==> src/rtl/riscv_pkg.sv <==
// riscv_pkg: shared RV32I core constants, ALU opcode encoding and the register-hit helper.
// Contents: XLEN/REG_AW datapath defaults, alu_op_e ({funct7[5],funct3}), rd_hit().
package riscv_pkg;

    localparam int XLEN   = 32;
    localparam int REG_AW = 5;

    typedef enum logic [3:0] {
        ALU_ADD  = 4'b0000,
        ALU_SLL  = 4'b0001,
        ALU_SLT  = 4'b0010,
        ALU_SLTU = 4'b0011,
        ALU_XOR  = 4'b0100,
        ALU_SRL  = 4'b0101,
        ALU_OR   = 4'b0110,
        ALU_AND  = 4'b0111,
        ALU_SUB  = 4'b1000,
        ALU_SRA  = 4'b1101
    } alu_op_e;

    // A producer writing rd satisfies source rs; x0 never counts as a producer.
    function automatic logic rd_hit(input logic [REG_AW-1:0] rd, input logic we, input logic [REG_AW-1:0] rs);
        return we && rd != '0 && rd == rs;
    endfunction

endpackage

==> src/rtl/id_ex_stage_if.sv <==
// id_ex_stage_if: bus between decode, the ID/EX register, the later stages and the ALU.
// slave  (ID/EX stage): decoded fields, flush/backend stall and forwarding sources in; EX fields, operands, stall_out out.
// master (environment): the mirror view.
interface id_ex_stage_if;
    import riscv_pkg::*;

    logic              id_valid_in;
    logic [XLEN-1:0]   id_pc_in;
    logic [XLEN-1:0]   id_rs1_data_in;
    logic [XLEN-1:0]   id_rs2_data_in;
    logic [REG_AW-1:0] id_rs1_addr_in;
    logic [REG_AW-1:0] id_rs2_addr_in;
    logic [REG_AW-1:0] id_rd_addr_in;
    logic [XLEN-1:0]   id_imm_in;
    logic [3:0]        id_alu_opcode_in;
    logic              id_alu_src_in;
    logic              id_op1_pc_in;
    logic              id_reg_write_in;
    logic              id_mem_read_in;
    logic              id_mem_write_in;
    logic              flush_in;
    logic              backend_stall_in;
    logic [REG_AW-1:0] ex_mem_rd_addr_in;
    logic              ex_mem_reg_write_in;
    logic [XLEN-1:0]   ex_mem_result_in;
    logic [REG_AW-1:0] mem_wb_rd_addr_in;
    logic              mem_wb_reg_write_in;
    logic [XLEN-1:0]   mem_wb_result_in;
    logic              ex_valid_out;
    logic [XLEN-1:0]   ex_pc_out;
    logic [XLEN-1:0]   op_1_out;
    logic [XLEN-1:0]   op_2_out;
    logic [3:0]        alu_opcode_out;
    logic [XLEN-1:0]   store_data_out;
    logic [REG_AW-1:0] ex_rd_addr_out;
    logic              ex_reg_write_out;
    logic              ex_mem_read_out;
    logic              ex_mem_write_out;
    logic              stall_out;

    modport slave (
        input  id_valid_in, id_pc_in, id_rs1_data_in, id_rs2_data_in, id_rs1_addr_in, id_rs2_addr_in,
               id_rd_addr_in, id_imm_in, id_alu_opcode_in, id_alu_src_in, id_op1_pc_in, id_reg_write_in,
               id_mem_read_in, id_mem_write_in, flush_in, backend_stall_in, ex_mem_rd_addr_in,
               ex_mem_reg_write_in, ex_mem_result_in, mem_wb_rd_addr_in, mem_wb_reg_write_in, mem_wb_result_in,
        output ex_valid_out, ex_pc_out, op_1_out, op_2_out, alu_opcode_out, store_data_out, ex_rd_addr_out,
               ex_reg_write_out, ex_mem_read_out, ex_mem_write_out, stall_out
    );

    modport master (
        output id_valid_in, id_pc_in, id_rs1_data_in, id_rs2_data_in, id_rs1_addr_in, id_rs2_addr_in,
               id_rd_addr_in, id_imm_in, id_alu_opcode_in, id_alu_src_in, id_op1_pc_in, id_reg_write_in,
               id_mem_read_in, id_mem_write_in, flush_in, backend_stall_in, ex_mem_rd_addr_in,
               ex_mem_reg_write_in, ex_mem_result_in, mem_wb_rd_addr_in, mem_wb_reg_write_in, mem_wb_result_in,
        input  ex_valid_out, ex_pc_out, op_1_out, op_2_out, alu_opcode_out, store_data_out, ex_rd_addr_out,
               ex_reg_write_out, ex_mem_read_out, ex_mem_write_out, stall_out
    );

endinterface

==> src/rtl/ex_forward_unit.sv <==
// ex_forward_unit: selects one EX source operand from EX/MEM, MEM/WB or the registered RF data.
// Ports: rs_addr/rf_data (registered source), ex_mem_*/mem_wb_* (producer rd, write enable, value), data (operand).
module ex_forward_unit
    import riscv_pkg::*;
(
    input  logic [REG_AW-1:0] rs_addr,
    input  logic [XLEN-1:0]   rf_data,
    input  logic [REG_AW-1:0] ex_mem_rd,
    input  logic              ex_mem_we,
    input  logic [XLEN-1:0]   ex_mem_result,
    input  logic [REG_AW-1:0] mem_wb_rd,
    input  logic              mem_wb_we,
    input  logic [XLEN-1:0]   mem_wb_result,
    output logic [XLEN-1:0]   data
);

    // EX/MEM holds the younger result, so it is checked first.
    always_comb data = rd_hit(ex_mem_rd, ex_mem_we, rs_addr) ? ex_mem_result :
                       rd_hit(mem_wb_rd, mem_wb_we, rs_addr) ? mem_wb_result : rf_data;

endmodule

==> src/rtl/id_ex_stage.sv <==
// id_ex_stage: RV32I ID/EX pipeline register with operand forwarding, load-use bubble and flush.
// Ports: clk_in, reset_in (sync, active-high), bus (id_ex_stage_if.slave: decode fields in, ALU operands and
// gated EX controls out, combinational stall_out back to decode).
// ID_EX_FORWARDING_EN: defined enables EX/MEM and MEM/WB forwarding; undefined uses raw RF data with a full
// RAW interlock against EX and EX/MEM.
module id_ex_stage
    import riscv_pkg::*;
(
    input logic          clk_in,
    input logic          reset_in,
    id_ex_stage_if.slave bus
);

`ifdef ID_EX_FORWARDING_EN
    localparam logic FWD = 1'b1;
`else
    localparam logic FWD = 1'b0;
`endif

    logic              valid_q, alu_src_q, op1_pc_q, reg_write_q, mem_read_q, mem_write_q;
    logic [XLEN-1:0]   pc_q, rs1_q, rs2_q, imm_q;
    logic [REG_AW-1:0] rs1_addr_q, rs2_addr_q, rd_q;
    logic [3:0]        opcode_q;
    logic [XLEN-1:0]   fwd_rs1, fwd_rs2;
    logic              ex_reg_write, ex_mem_read, load_use, interlock, stall;

    // Fields load even on flush/bubble; only valid is cleared, and every control output is gated by it.
    always_ff @(posedge clk_in) begin
        if (reset_in) begin
            valid_q     <= 1'b0;
            pc_q        <= '0;
            rs1_q       <= '0;
            rs2_q       <= '0;
            rs1_addr_q  <= '0;
            rs2_addr_q  <= '0;
            rd_q        <= '0;
            imm_q       <= '0;
            opcode_q    <= '0;
            alu_src_q   <= 1'b0;
            op1_pc_q    <= 1'b0;
            reg_write_q <= 1'b0;
            mem_read_q  <= 1'b0;
            mem_write_q <= 1'b0;
        end else if (!bus.backend_stall_in) begin
            valid_q     <= bus.id_valid_in & ~bus.flush_in & ~stall;
            pc_q        <= bus.id_pc_in;
            rs1_q       <= bus.id_rs1_data_in;
            rs2_q       <= bus.id_rs2_data_in;
            rs1_addr_q  <= bus.id_rs1_addr_in;
            rs2_addr_q  <= bus.id_rs2_addr_in;
            rd_q        <= bus.id_rd_addr_in;
            imm_q       <= bus.id_imm_in;
            opcode_q    <= bus.id_alu_opcode_in;
            alu_src_q   <= bus.id_alu_src_in;
            op1_pc_q    <= bus.id_op1_pc_in;
            reg_write_q <= bus.id_reg_write_in;
            mem_read_q  <= bus.id_mem_read_in;
            mem_write_q <= bus.id_mem_write_in;
        end
    end

    // With forwarding disabled the write enables are tied off, so both units pass RF data through.
    ex_forward_unit u_fwd_rs1 (
        .rs_addr(rs1_addr_q), .rf_data(rs1_q),
        .ex_mem_rd(bus.ex_mem_rd_addr_in), .ex_mem_we(bus.ex_mem_reg_write_in & FWD),
        .ex_mem_result(bus.ex_mem_result_in),
        .mem_wb_rd(bus.mem_wb_rd_addr_in), .mem_wb_we(bus.mem_wb_reg_write_in & FWD),
        .mem_wb_result(bus.mem_wb_result_in), .data(fwd_rs1)
    );

    ex_forward_unit u_fwd_rs2 (
        .rs_addr(rs2_addr_q), .rf_data(rs2_q),
        .ex_mem_rd(bus.ex_mem_rd_addr_in), .ex_mem_we(bus.ex_mem_reg_write_in & FWD),
        .ex_mem_result(bus.ex_mem_result_in),
        .mem_wb_rd(bus.mem_wb_rd_addr_in), .mem_wb_we(bus.mem_wb_reg_write_in & FWD),
        .mem_wb_result(bus.mem_wb_result_in), .data(fwd_rs2)
    );

    always_comb begin
        ex_reg_write = valid_q & reg_write_q;
        ex_mem_read  = valid_q & mem_read_q;
        load_use     = rd_hit(rd_q, ex_mem_read, bus.id_rs1_addr_in) | rd_hit(rd_q, ex_mem_read, bus.id_rs2_addr_in);
        interlock    = ~FWD & (rd_hit(rd_q, ex_reg_write, bus.id_rs1_addr_in) |
                               rd_hit(rd_q, ex_reg_write, bus.id_rs2_addr_in) |
                               rd_hit(bus.ex_mem_rd_addr_in, bus.ex_mem_reg_write_in, bus.id_rs1_addr_in) |
                               rd_hit(bus.ex_mem_rd_addr_in, bus.ex_mem_reg_write_in, bus.id_rs2_addr_in));
        stall        = ~reset_in & bus.id_valid_in & (load_use | interlock);
    end

    assign bus.stall_out        = stall;
    assign bus.ex_valid_out     = valid_q;
    assign bus.ex_pc_out        = pc_q;
    assign bus.op_1_out         = op1_pc_q ? pc_q : fwd_rs1;
    assign bus.op_2_out         = alu_src_q ? imm_q : fwd_rs2;
    assign bus.store_data_out   = fwd_rs2;
    assign bus.alu_opcode_out   = opcode_q;
    assign bus.ex_rd_addr_out   = rd_q;
    assign bus.ex_reg_write_out = ex_reg_write;
    assign bus.ex_mem_read_out  = ex_mem_read;
    assign bus.ex_mem_write_out = valid_q & mem_write_q;

endmodule
==> src/flat_wrapper.sv <==
// flat-port wrapper written by rule: the top's interface ports become plain ports
module id_ex_stage_flat import riscv_pkg::*;
  (clk_in, reset_in, bus_id_valid_in, bus_id_pc_in, bus_id_rs1_data_in, bus_id_rs2_data_in, bus_id_rs1_addr_in, bus_id_rs2_addr_in, bus_id_rd_addr_in, bus_id_imm_in, bus_id_alu_opcode_in, bus_id_alu_src_in, bus_id_op1_pc_in, bus_id_reg_write_in, bus_id_mem_read_in, bus_id_mem_write_in, bus_flush_in, bus_backend_stall_in, bus_ex_mem_rd_addr_in, bus_ex_mem_reg_write_in, bus_ex_mem_result_in, bus_mem_wb_rd_addr_in, bus_mem_wb_reg_write_in, bus_mem_wb_result_in, bus_ex_valid_out, bus_ex_pc_out, bus_op_1_out, bus_op_2_out, bus_alu_opcode_out, bus_store_data_out, bus_ex_rd_addr_out, bus_ex_reg_write_out, bus_ex_mem_read_out, bus_ex_mem_write_out, bus_stall_out);
  id_ex_stage_if bus_i ();
  input logic clk_in;
  input logic reset_in;
  input wire logic [$bits(bus_i.id_valid_in)-1:0] bus_id_valid_in;
  input wire logic [$bits(bus_i.id_pc_in)-1:0] bus_id_pc_in;
  input wire logic [$bits(bus_i.id_rs1_data_in)-1:0] bus_id_rs1_data_in;
  input wire logic [$bits(bus_i.id_rs2_data_in)-1:0] bus_id_rs2_data_in;
  input wire logic [$bits(bus_i.id_rs1_addr_in)-1:0] bus_id_rs1_addr_in;
  input wire logic [$bits(bus_i.id_rs2_addr_in)-1:0] bus_id_rs2_addr_in;
  input wire logic [$bits(bus_i.id_rd_addr_in)-1:0] bus_id_rd_addr_in;
  input wire logic [$bits(bus_i.id_imm_in)-1:0] bus_id_imm_in;
  input wire logic [$bits(bus_i.id_alu_opcode_in)-1:0] bus_id_alu_opcode_in;
  input wire logic [$bits(bus_i.id_alu_src_in)-1:0] bus_id_alu_src_in;
  input wire logic [$bits(bus_i.id_op1_pc_in)-1:0] bus_id_op1_pc_in;
  input wire logic [$bits(bus_i.id_reg_write_in)-1:0] bus_id_reg_write_in;
  input wire logic [$bits(bus_i.id_mem_read_in)-1:0] bus_id_mem_read_in;
  input wire logic [$bits(bus_i.id_mem_write_in)-1:0] bus_id_mem_write_in;
  input wire logic [$bits(bus_i.flush_in)-1:0] bus_flush_in;
  input wire logic [$bits(bus_i.backend_stall_in)-1:0] bus_backend_stall_in;
  input wire logic [$bits(bus_i.ex_mem_rd_addr_in)-1:0] bus_ex_mem_rd_addr_in;
  input wire logic [$bits(bus_i.ex_mem_reg_write_in)-1:0] bus_ex_mem_reg_write_in;
  input wire logic [$bits(bus_i.ex_mem_result_in)-1:0] bus_ex_mem_result_in;
  input wire logic [$bits(bus_i.mem_wb_rd_addr_in)-1:0] bus_mem_wb_rd_addr_in;
  input wire logic [$bits(bus_i.mem_wb_reg_write_in)-1:0] bus_mem_wb_reg_write_in;
  input wire logic [$bits(bus_i.mem_wb_result_in)-1:0] bus_mem_wb_result_in;
  output wire logic [$bits(bus_i.ex_valid_out)-1:0] bus_ex_valid_out;
  output wire logic [$bits(bus_i.ex_pc_out)-1:0] bus_ex_pc_out;
  output wire logic [$bits(bus_i.op_1_out)-1:0] bus_op_1_out;
  output wire logic [$bits(bus_i.op_2_out)-1:0] bus_op_2_out;
  output wire logic [$bits(bus_i.alu_opcode_out)-1:0] bus_alu_opcode_out;
  output wire logic [$bits(bus_i.store_data_out)-1:0] bus_store_data_out;
  output wire logic [$bits(bus_i.ex_rd_addr_out)-1:0] bus_ex_rd_addr_out;
  output wire logic [$bits(bus_i.ex_reg_write_out)-1:0] bus_ex_reg_write_out;
  output wire logic [$bits(bus_i.ex_mem_read_out)-1:0] bus_ex_mem_read_out;
  output wire logic [$bits(bus_i.ex_mem_write_out)-1:0] bus_ex_mem_write_out;
  output wire logic [$bits(bus_i.stall_out)-1:0] bus_stall_out;
  assign bus_i.id_valid_in = bus_id_valid_in;
  assign bus_i.id_pc_in = bus_id_pc_in;
  assign bus_i.id_rs1_data_in = bus_id_rs1_data_in;
  assign bus_i.id_rs2_data_in = bus_id_rs2_data_in;
  assign bus_i.id_rs1_addr_in = bus_id_rs1_addr_in;
  assign bus_i.id_rs2_addr_in = bus_id_rs2_addr_in;
  assign bus_i.id_rd_addr_in = bus_id_rd_addr_in;
  assign bus_i.id_imm_in = bus_id_imm_in;
  assign bus_i.id_alu_opcode_in = bus_id_alu_opcode_in;
  assign bus_i.id_alu_src_in = bus_id_alu_src_in;
  assign bus_i.id_op1_pc_in = bus_id_op1_pc_in;
  assign bus_i.id_reg_write_in = bus_id_reg_write_in;
  assign bus_i.id_mem_read_in = bus_id_mem_read_in;
  assign bus_i.id_mem_write_in = bus_id_mem_write_in;
  assign bus_i.flush_in = bus_flush_in;
  assign bus_i.backend_stall_in = bus_backend_stall_in;
  assign bus_i.ex_mem_rd_addr_in = bus_ex_mem_rd_addr_in;
  assign bus_i.ex_mem_reg_write_in = bus_ex_mem_reg_write_in;
  assign bus_i.ex_mem_result_in = bus_ex_mem_result_in;
  assign bus_i.mem_wb_rd_addr_in = bus_mem_wb_rd_addr_in;
  assign bus_i.mem_wb_reg_write_in = bus_mem_wb_reg_write_in;
  assign bus_i.mem_wb_result_in = bus_mem_wb_result_in;
  assign bus_ex_valid_out = bus_i.ex_valid_out;
  assign bus_ex_pc_out = bus_i.ex_pc_out;
  assign bus_op_1_out = bus_i.op_1_out;
  assign bus_op_2_out = bus_i.op_2_out;
  assign bus_alu_opcode_out = bus_i.alu_opcode_out;
  assign bus_store_data_out = bus_i.store_data_out;
  assign bus_ex_rd_addr_out = bus_i.ex_rd_addr_out;
  assign bus_ex_reg_write_out = bus_i.ex_reg_write_out;
  assign bus_ex_mem_read_out = bus_i.ex_mem_read_out;
  assign bus_ex_mem_write_out = bus_i.ex_mem_write_out;
  assign bus_stall_out = bus_i.stall_out;
  id_ex_stage u_core (.clk_in(clk_in), .reset_in(reset_in), .bus(bus_i));
endmodule
==> config.mk <==
export PLATFORM = sky130hd
export DESIGN_NAME = id_ex_stage_flat
export DESIGN_NICKNAME = d
export VERILOG_FILES = /design/src/rtl/riscv_pkg.sv /design/src/rtl/id_ex_stage_if.sv /design/src/rtl/ex_forward_unit.sv /design/src/rtl/id_ex_stage.sv /design/src/flat_wrapper.sv
export SDC_FILE = /design/constraint.sdc
export NUM_CORES = 1
export LEC_CHECK = 0
export ABC_AREA = 1
export CAP_MARGIN = 20
export CORE_AREA = 4 4 145 147
export DETAILED_ROUTE_END_ITERATION = 16
export DIE_AREA = 0 0 149 151
export PLACE_DENSITY = 0.72
export SLEW_MARGIN = 30
export SYNTH_ARGS = -nofsm -noshare
export SYNTH_HDL_FRONTEND = slang
export SYNTH_SLANG_ARGS = --single-unit
==> constraint.sdc <==
create_clock -name clk_in -period 3 [get_ports clk_in]
set_input_delay 0.9 -clock clk_in [delete_from_list [all_inputs] [get_ports clk_in]]
set_output_delay 0.9 -clock clk_in [all_outputs]
set_load 0.02 [all_outputs]
==> results of run 1 <==
-- state kept, by name, indices dropped and copies added, names as in the netlist --
name and count:
u_core.bus.ex_pc_out 32, u_core.imm_q 32, u_core.rs1_q 32, u_core.rs2_q 32
u_core.bus.ex_rd_addr_out 5, u_core.bus.alu_opcode_out 4, u_core.alu_src_q 1, u_core.bus.ex_valid_out 1
u_core.mem_read_q 1, u_core.mem_write_q 1, u_core.op1_pc_q 1, u_core.reg_write_q 1
-- repair_timing --
action                                  in CTS  in global routing
endpoints found under the setup margin       1                  1
pin swaps                                    0                  0
gates resized for setup                     20                  5
-- cells by family (layout without fill, tap and decap cells) --
kind of cell,count (synthesis),in the layout
AND/OR/NAND/NOR,356,356
AO/OA/AOI/OAI,209,209
buffers and inverters,151,435
flip-flops,143,143
XOR/XNOR,5,5
-- power breakdown --
| part | total, mW | switching, mW | internal, mW |
|---|---|---|---|
| clock network | 1.99 | 0.868 | 1.12 |
| registers | 2.08 | 0.0645 | 2.02 |
| logic | 1.07 | 0.539 | 0.535 |
-- final cells by class --
type,count,area share (%)
Multi-Input combinational cell,570,28.2
Clock buffer,19,4.48
Clock inverter,13,1.04
Sequential cell,143,28.4
Timing Repair Buffer,314,31.2
Tap cell,270,3.34
Inverter,89,3.31
-- worst max-delay path, stage by stage --
cell	delay, ns
dlygate4sd2_1	0.26
inv_1	0.07
nand2_1	0.05
nand2_1	0.06
nor2_1	0.11
nand3_1	0.08
nand2_1	0.08
nand2_2	0.04
nand2_1	0.05
nand2_1	0.07
inv_2	0.07
buf_6	0.11
-- metrics by stage --
step	hold WS (ns)	setup WS, ns	total power [mW]	setup TNS (ns)	util, %
global route	0.481	-0.00133	5.40	-0.00133	50.7
global placement	0.443	-0.603	3.20	-0.603	48.0
detailed placement	0.448	-0.638	3.21	-0.638	48.0
finish	0.459	0.143	5.14	0	50.7
CTS	0.460	0.0107	5.22	0	50.7
floorplan	0.430	0.582	2.64	0	-
-- path summary, 6_finish.rpt --
kind	slack, ns	from	cells past startpoint	to
setup / recovery	0.14	bus_ex_mem_rd_addr_in[2]	12	bus_stall_out
hold reg to reg	0.46	u_core.rs1_q[16]	2	u_core.rs1_q[16]
setup reg to reg	1.68	u_core.bus.ex_rd_addr_out[4]	11	u_core.bus.ex_valid_out
hold / removal	0.46	u_core.rs1_q[16]	2	u_core.rs1_q[16]
-- layout by cell type, fill, tap and decap left out, drive strengths merged, types with 2 or more instances in the layout --
| cell | netlist | layout |
|---|---|---|
| a21oi | 76 | 76 |
| nor2 | 83 | 83 |
| a211oi | 67 | 67 |
| dfxtp | 143 | 143 |
| clkinv | 2 | 8 |
| clkinvlp | 0 | 3 |
| dlymetal6s2s | 0 | 2 |
| o21ai | 66 | 66 |
| inv | 87 | 91 |
| dlygate4sd2 | 0 | 12 |
| xnor2 | 4 | 4 |
| buf | 36 | 13 |
| clkbuf | 26 | 20 |
| clkdlybuf4s50 | 0 | 286 |
| nand2 | 266 | 266 |
| nand3 | 6 | 6 |
-- routing by layer --
layer / share of wire [%] / wire, um / GRT usage [%] / vias to the layer above
li1: - / - / - / 3291
met1: 42 / 8490 / 20.7 / 2878
met2: 45 / 9270 / 27.5 / 242
met3: 11 / 2300 / 8.89 / 24
met4: 1.8 / 367 / 4.94 / 0
met5: 0 / 0 / 0 / -
==> results.json, run 1 <==
{
  "status": "completed",
  "grt_pass1_vias": 5920,
  "hpwl_um": 14500,
  "insertion_delay_ns": 0.40,
  "postRouteAntennaNets": 0,
  "multiInputGateArea_um2": 2850,
  "synth.ff_latch_count": 143,
  "area_delta_synth_final_pct": 59.6,
  "synth_compound_area_share_pct": 23.0,
  "final_cells": 1418,
  "synth_most_common_cell": "nand2_1",
  "ys_types": 21,
  "irDropWorstVdd_uv": 399,
  "antenna_found_initial": 0,
  "seqCellArea_um2": 2870,
  "final_layout_size_suffix_gt1_share_pct": 9.32,
  "synthAdderAreaFrac_pct": 0,
  "grt_use_total_pct": 17.4,
  "insertedDiodeCount": 0,
  "synth-edff-count": 0,
  "synth_top_area_cell": "dfxtp_1",
  "critical_path_class": "in2out",
  "fin_skew_ns": 0.00106,
  "netlist_area_um2": 6330,
  "timing.slew.headroom_pct": 36.7,
  "finalHoldViolations": 0,
  "placed_area_um2": 9560,
  "period_minus_slack_ns": 2.86,
  "wirelength_um": 20400,
  "hold_buffers": 0,
  "netlist.area_leader.share_pct": 45.2,
  "htreeDepth": 4,
  "arrival_ns": 1.96,
  "finalSetupViolCount": 0,
  "worstPathMaxFanout": 4,
  "grt_max_degree": 144,
  "setup.worst_path.start_class": "input port",
  "first_pass_iters": 7,
  "fp.dieW_um": 149,
  "grt_first_pass_wirelength_um": 31200,
  "core_area_um2": 19900,
  "postCtsSetupBuffers": 0,
  "grt.overflow.total": 0,
  "synth_top_family_by_area": "compound AO/OA/AOI/OAI gates",
  "syn-num-nets": 1097,
  "max_slew.worst_pin.slew_ns": 0.950,
  "yosys-top-cells-count": "265 x nand2_1, 143 x dfxtp_1, 83 x nor2_1",
  "synth-simple-area-share_pct": 21.3,
  "drtIter0Drc": 258,
  "avgSynthCellArea_um2": 7.32,
  "final_max_slew_viol_count": 0,
  "avgRoutedWirePerCell_um": 14.4,
  "p_leak_nw": 3.92,
  "cp_data_required_time_ns": 2.10,
  "synthArstFlopShare_pct": 0,
  "num_rows": 52,
  "cts_made_buffers": 17,
  "fmax_mhz": 350,
  "cts-root-buf": "clkbuf_16",
  "synthTopCellsByArea": "dfxtp_1 45%, nand2_1 16%, a211oi_2 9.5%",
  "power_density_nw_per_um2": 509,
  "port_buffers": 304,
  "cts_tree": "yes",
  "stdcell_area_um2": 10100,
  "vias_per_cell": 4.54,
  "end_kind": "output port",
  "clockBufferDepth": 2,
  "nNetsFinal": 1368,
  "hp-class": "reg2reg",
  "synth_mux_area_share_pct": 0,
  "ys.flop_type": "dfxtp_1",
  "start_util_pct": 31.8,
  "path_clk_slew_ns": 0.06,
  "ios": 375,
  "maxCapViolations": 0,
  "synth_xor_area_share_pct": 0.692,
  "drc": 0,
  "synth_warnings": 0,
  "fin_crit_sh_pct": 95.2,
  "die_height_um": 151,
  "n_fill_cell": 1958,
  "yosysSeqAreaShare_pct": 45.2,
  "syn_inst": 864,
  "dieArea_um2": 22500,
  "place_congestion": 0.850,
  "dp.cells": 1386,
  "clock_sinks": 143,
  "vias": 6435
}
Power figures use the tool's default switching activity.
==> run 2, diff against run 1 <==
--- a/config.mk
+++ b/config.mk
@@ -10,8 +10,8 @@
 export CORE_AREA = 4 4 145 147
 export DETAILED_ROUTE_END_ITERATION = 16
 export DIE_AREA = 0 0 149 151
-export PLACE_DENSITY = 0.72
-export SLEW_MARGIN = 30
+export PLACE_DENSITY = 0.79
+export SLEW_MARGIN = 10
 export SYNTH_ARGS = -nofsm -noshare
 export SYNTH_HDL_FRONTEND = slang
 export SYNTH_SLANG_ARGS = --single-unit
==> run 2 against run 1 <==
Net effect:
- combinational power about the same
- via count is 0.65% higher
- clock power is 8% higher
==> results.json, run 2 (synthesis results as in run 1) <==
{
  "status": "completed",
  "cp_slowest_cell": "dlygate4sd2_1",
  "grt_pass1_vias": 6243,
  "power_density_nw_per_um2": 520,
  "dieArea_um2": 22500,
  "met2_usage_pct": 30.2,
  "crit_end": "bus_stall_out",
  "power.internal_mw": 3.76,
  "final_max_slew_viol_count": 0,
  "finalHoldViolations": 0,
  "drc": 0,
  "fp.dieW_um": 149,
  "grt-busiest-layer": "met2",
  "hold_start": "u_core.rs1_q[0]",
  "arrival_ns": 1.97,
  "grt_max_degree": 115,
  "seqCellArea_um2": 2870,
  "fin_skew_ns": 0.00263,
  "insertedDiodeCount": 0,
  "core_area_um2": 19900,
  "final_cell_mix": "282 x clkdlybuf4s50_1, 265 x nand2_1, 141 x dfxtp_1",
  "gr-usage-met1_pct": 20.1,
  "cts_made_buffers": 17,
  "wirelength_um": 20600,
  "final_util_pct": 51.1,
  "nNetsFinal": 1368,
  "start_util_pct": 31.8,
  "path_clk_slew_ns": 0.07,
  "layout_setup_ws_ns": 0.130,
  "final_common_cell": "clkdlybuf4s50_1",
  "timing.slew.headroom_pct": 52.0,
  "maxCapViolations": 0,
  "clockBufferDepth": 2,
  "crit_start": "bus_id_rs2_addr_in[0]",
  "rsz0062_at_grt": "no",
  "place_congestion": 0.836,
  "p_leak_nw": 4.00,
  "vias_per_cell": 4.57,
  "fmax_mhz": 348,
  "rr_endpoint": "u_core.bus.ex_valid_out",
  "max_slew.worst_pin.slew_ns": 0.720,
  "hold_path_depth": 2,
  "vias": 6477,
  "p_sw_share_pct": 29.1,
  "hold_ws_ns": 0.459,
  "hp-class": "reg2reg",
  "setup.worst_path.start_class": "input port",
  "p_seq_share_pct": 39.3,
  "cts_tree": "yes",
  "final_layout_size_suffix_gt1_share_pct": 9.06,
  "period_minus_slack_ns": 2.87,
  "r2r-start": "u_core.bus.ex_rd_addr_out[4]",
  "hpwl_um": 14900,
  "power_switching_mw": 1.54,
  "crit_cells": 12,
  "postRouteAntennaNets": 0,
  "fin_crit_sh_pct": 95.7,
  "worstPathMaxFanout": 4,
  "cp_data_required_time_ns": 2.10,
  "path_cells": "dlygate4sd2_1 -> nand2_1 -> clkinv_1 -> nor2_1 -> nor2_1 -> nand3_1 -> nand2_1 -> nand2_1 -> nand2_1 -> nand2_1 -> inv_1 -> buf_6",
  "postCtsSetupBuffers": 0,
  "multiInputGateArea_um2": 2850,
  "grt.overflow.total": 0,
  "insertion_delay_ns": 0.41,
  "num_rows": 52,
  "critical_path_class": "in2out",
  "cts-root-buf": "clkbuf_16",
  "r2r_slack_ns": 1.70,
  "critPathMostFrequentCell": "nand2_1",
  "power.share.combinational_pct": 20.4,
  "grt_util_met3_pct": 8.14,
  "clkPwrFrac_pct": 40.3,
  "ios": 375,
  "clock_sinks": 143,
  "die_height_um": 151,
  "cpPeakStageDelay_ns": 0.26,
  "port_buffers": 304,
  "area_delta_synth_final_pct": 60.9,
  "avgRoutedWirePerCell_um": 14.6,
  "cpLargestDelayFamily": "simple AND/OR/NAND/NOR gates",
  "pre_cts_ws_ns": -0.612,
  "finalSetupViolCount": 0,
  "drtIter0Drc": 248,
  "grt_use_total_pct": 17.7,
  "antenna_found_initial": 0,
  "htreeDepth": 4,
  "crit_buf_inv": 4,
  "irDropWorstVdd_uv": 351,
  "end_kind": "output port",
  "grt_first_pass_wirelength_um": 31900,
  "first_pass_iters": 4,
  "ff2ff_path_depth": 11,
  "n_fill_cell": 1905
}
==> run 2: timing repair <==
action | 4_1_cts | 5_1_grt
endpoints found under the setup margin | 3 | 5
hold buffers | 0 | 0
pin swaps | 2 | 0
gates resized for setup | 21 | 9
endpoints found under the hold margin | 0 | 0
==> run 2: power by group through the flow <==
stage	clock, mW	sequential, mW	combinational, mW
floorplan	0	2.19	0.449
global placement	0	2.12	1.08
detailed placement	0	2.13	1.09
CTS	2.20	2.08	1.09
global route	2.29	2.10	1.16
finish	2.14	2.08	1.08
==> run 2: area by class of cell <==
type                            instances  share of cell area, %
Sequential cell                       143                   28.2
Inverter                               89                   3.28
Clock inverter                         13                   1.45
Tap cell                              270                   3.32
Clock buffer                           19                   4.35
Timing Repair Buffer                  314                   31.4
Multi-Input combinational cell        570                   28.0
==> run 2: worst min-delay path by stage <==
stage,end,slack [ns]
2_1_floorplan,u_core.rs1_q[0],0.43
5_1_grt,u_core.rs1_q[10],0.47
6_report,u_core.rs1_q[0],0.46
3_3_place_gp,u_core.rs1_q[13],0.44
4_1_cts,u_core.rs1_q[10],0.46
3_5_place_dp,u_core.rs1_q[21],0.45
==> run 2: stage by stage <==
stage               instance area [um2]  TNS [ns]  total power, mW  cells
floorplan                          6330         0             2.64    864
global route                      10200         0             5.55   1418
finish                            10200         0             5.30   1418
global placement                   9580    -0.570             3.20   1386
detailed placement                 9580    -0.612             3.22   1386
CTS                               10200         0             5.37   1418
==> run 2: layer usage <==
layer | up-vias | wire [um]
met5 | - | 0
met4 | 0 | 400
met3 | 28 | 2110
met2 | 232 | 9730
met1 | 2924 | 8400
li1 | 3293 | -
==> run 2: tightest hold or removal path, stage by stage, from the launching register on <==
cell and delay, ns:
dfxtp_1 0.30, inv_1 0.06, a211oi_1 0.06
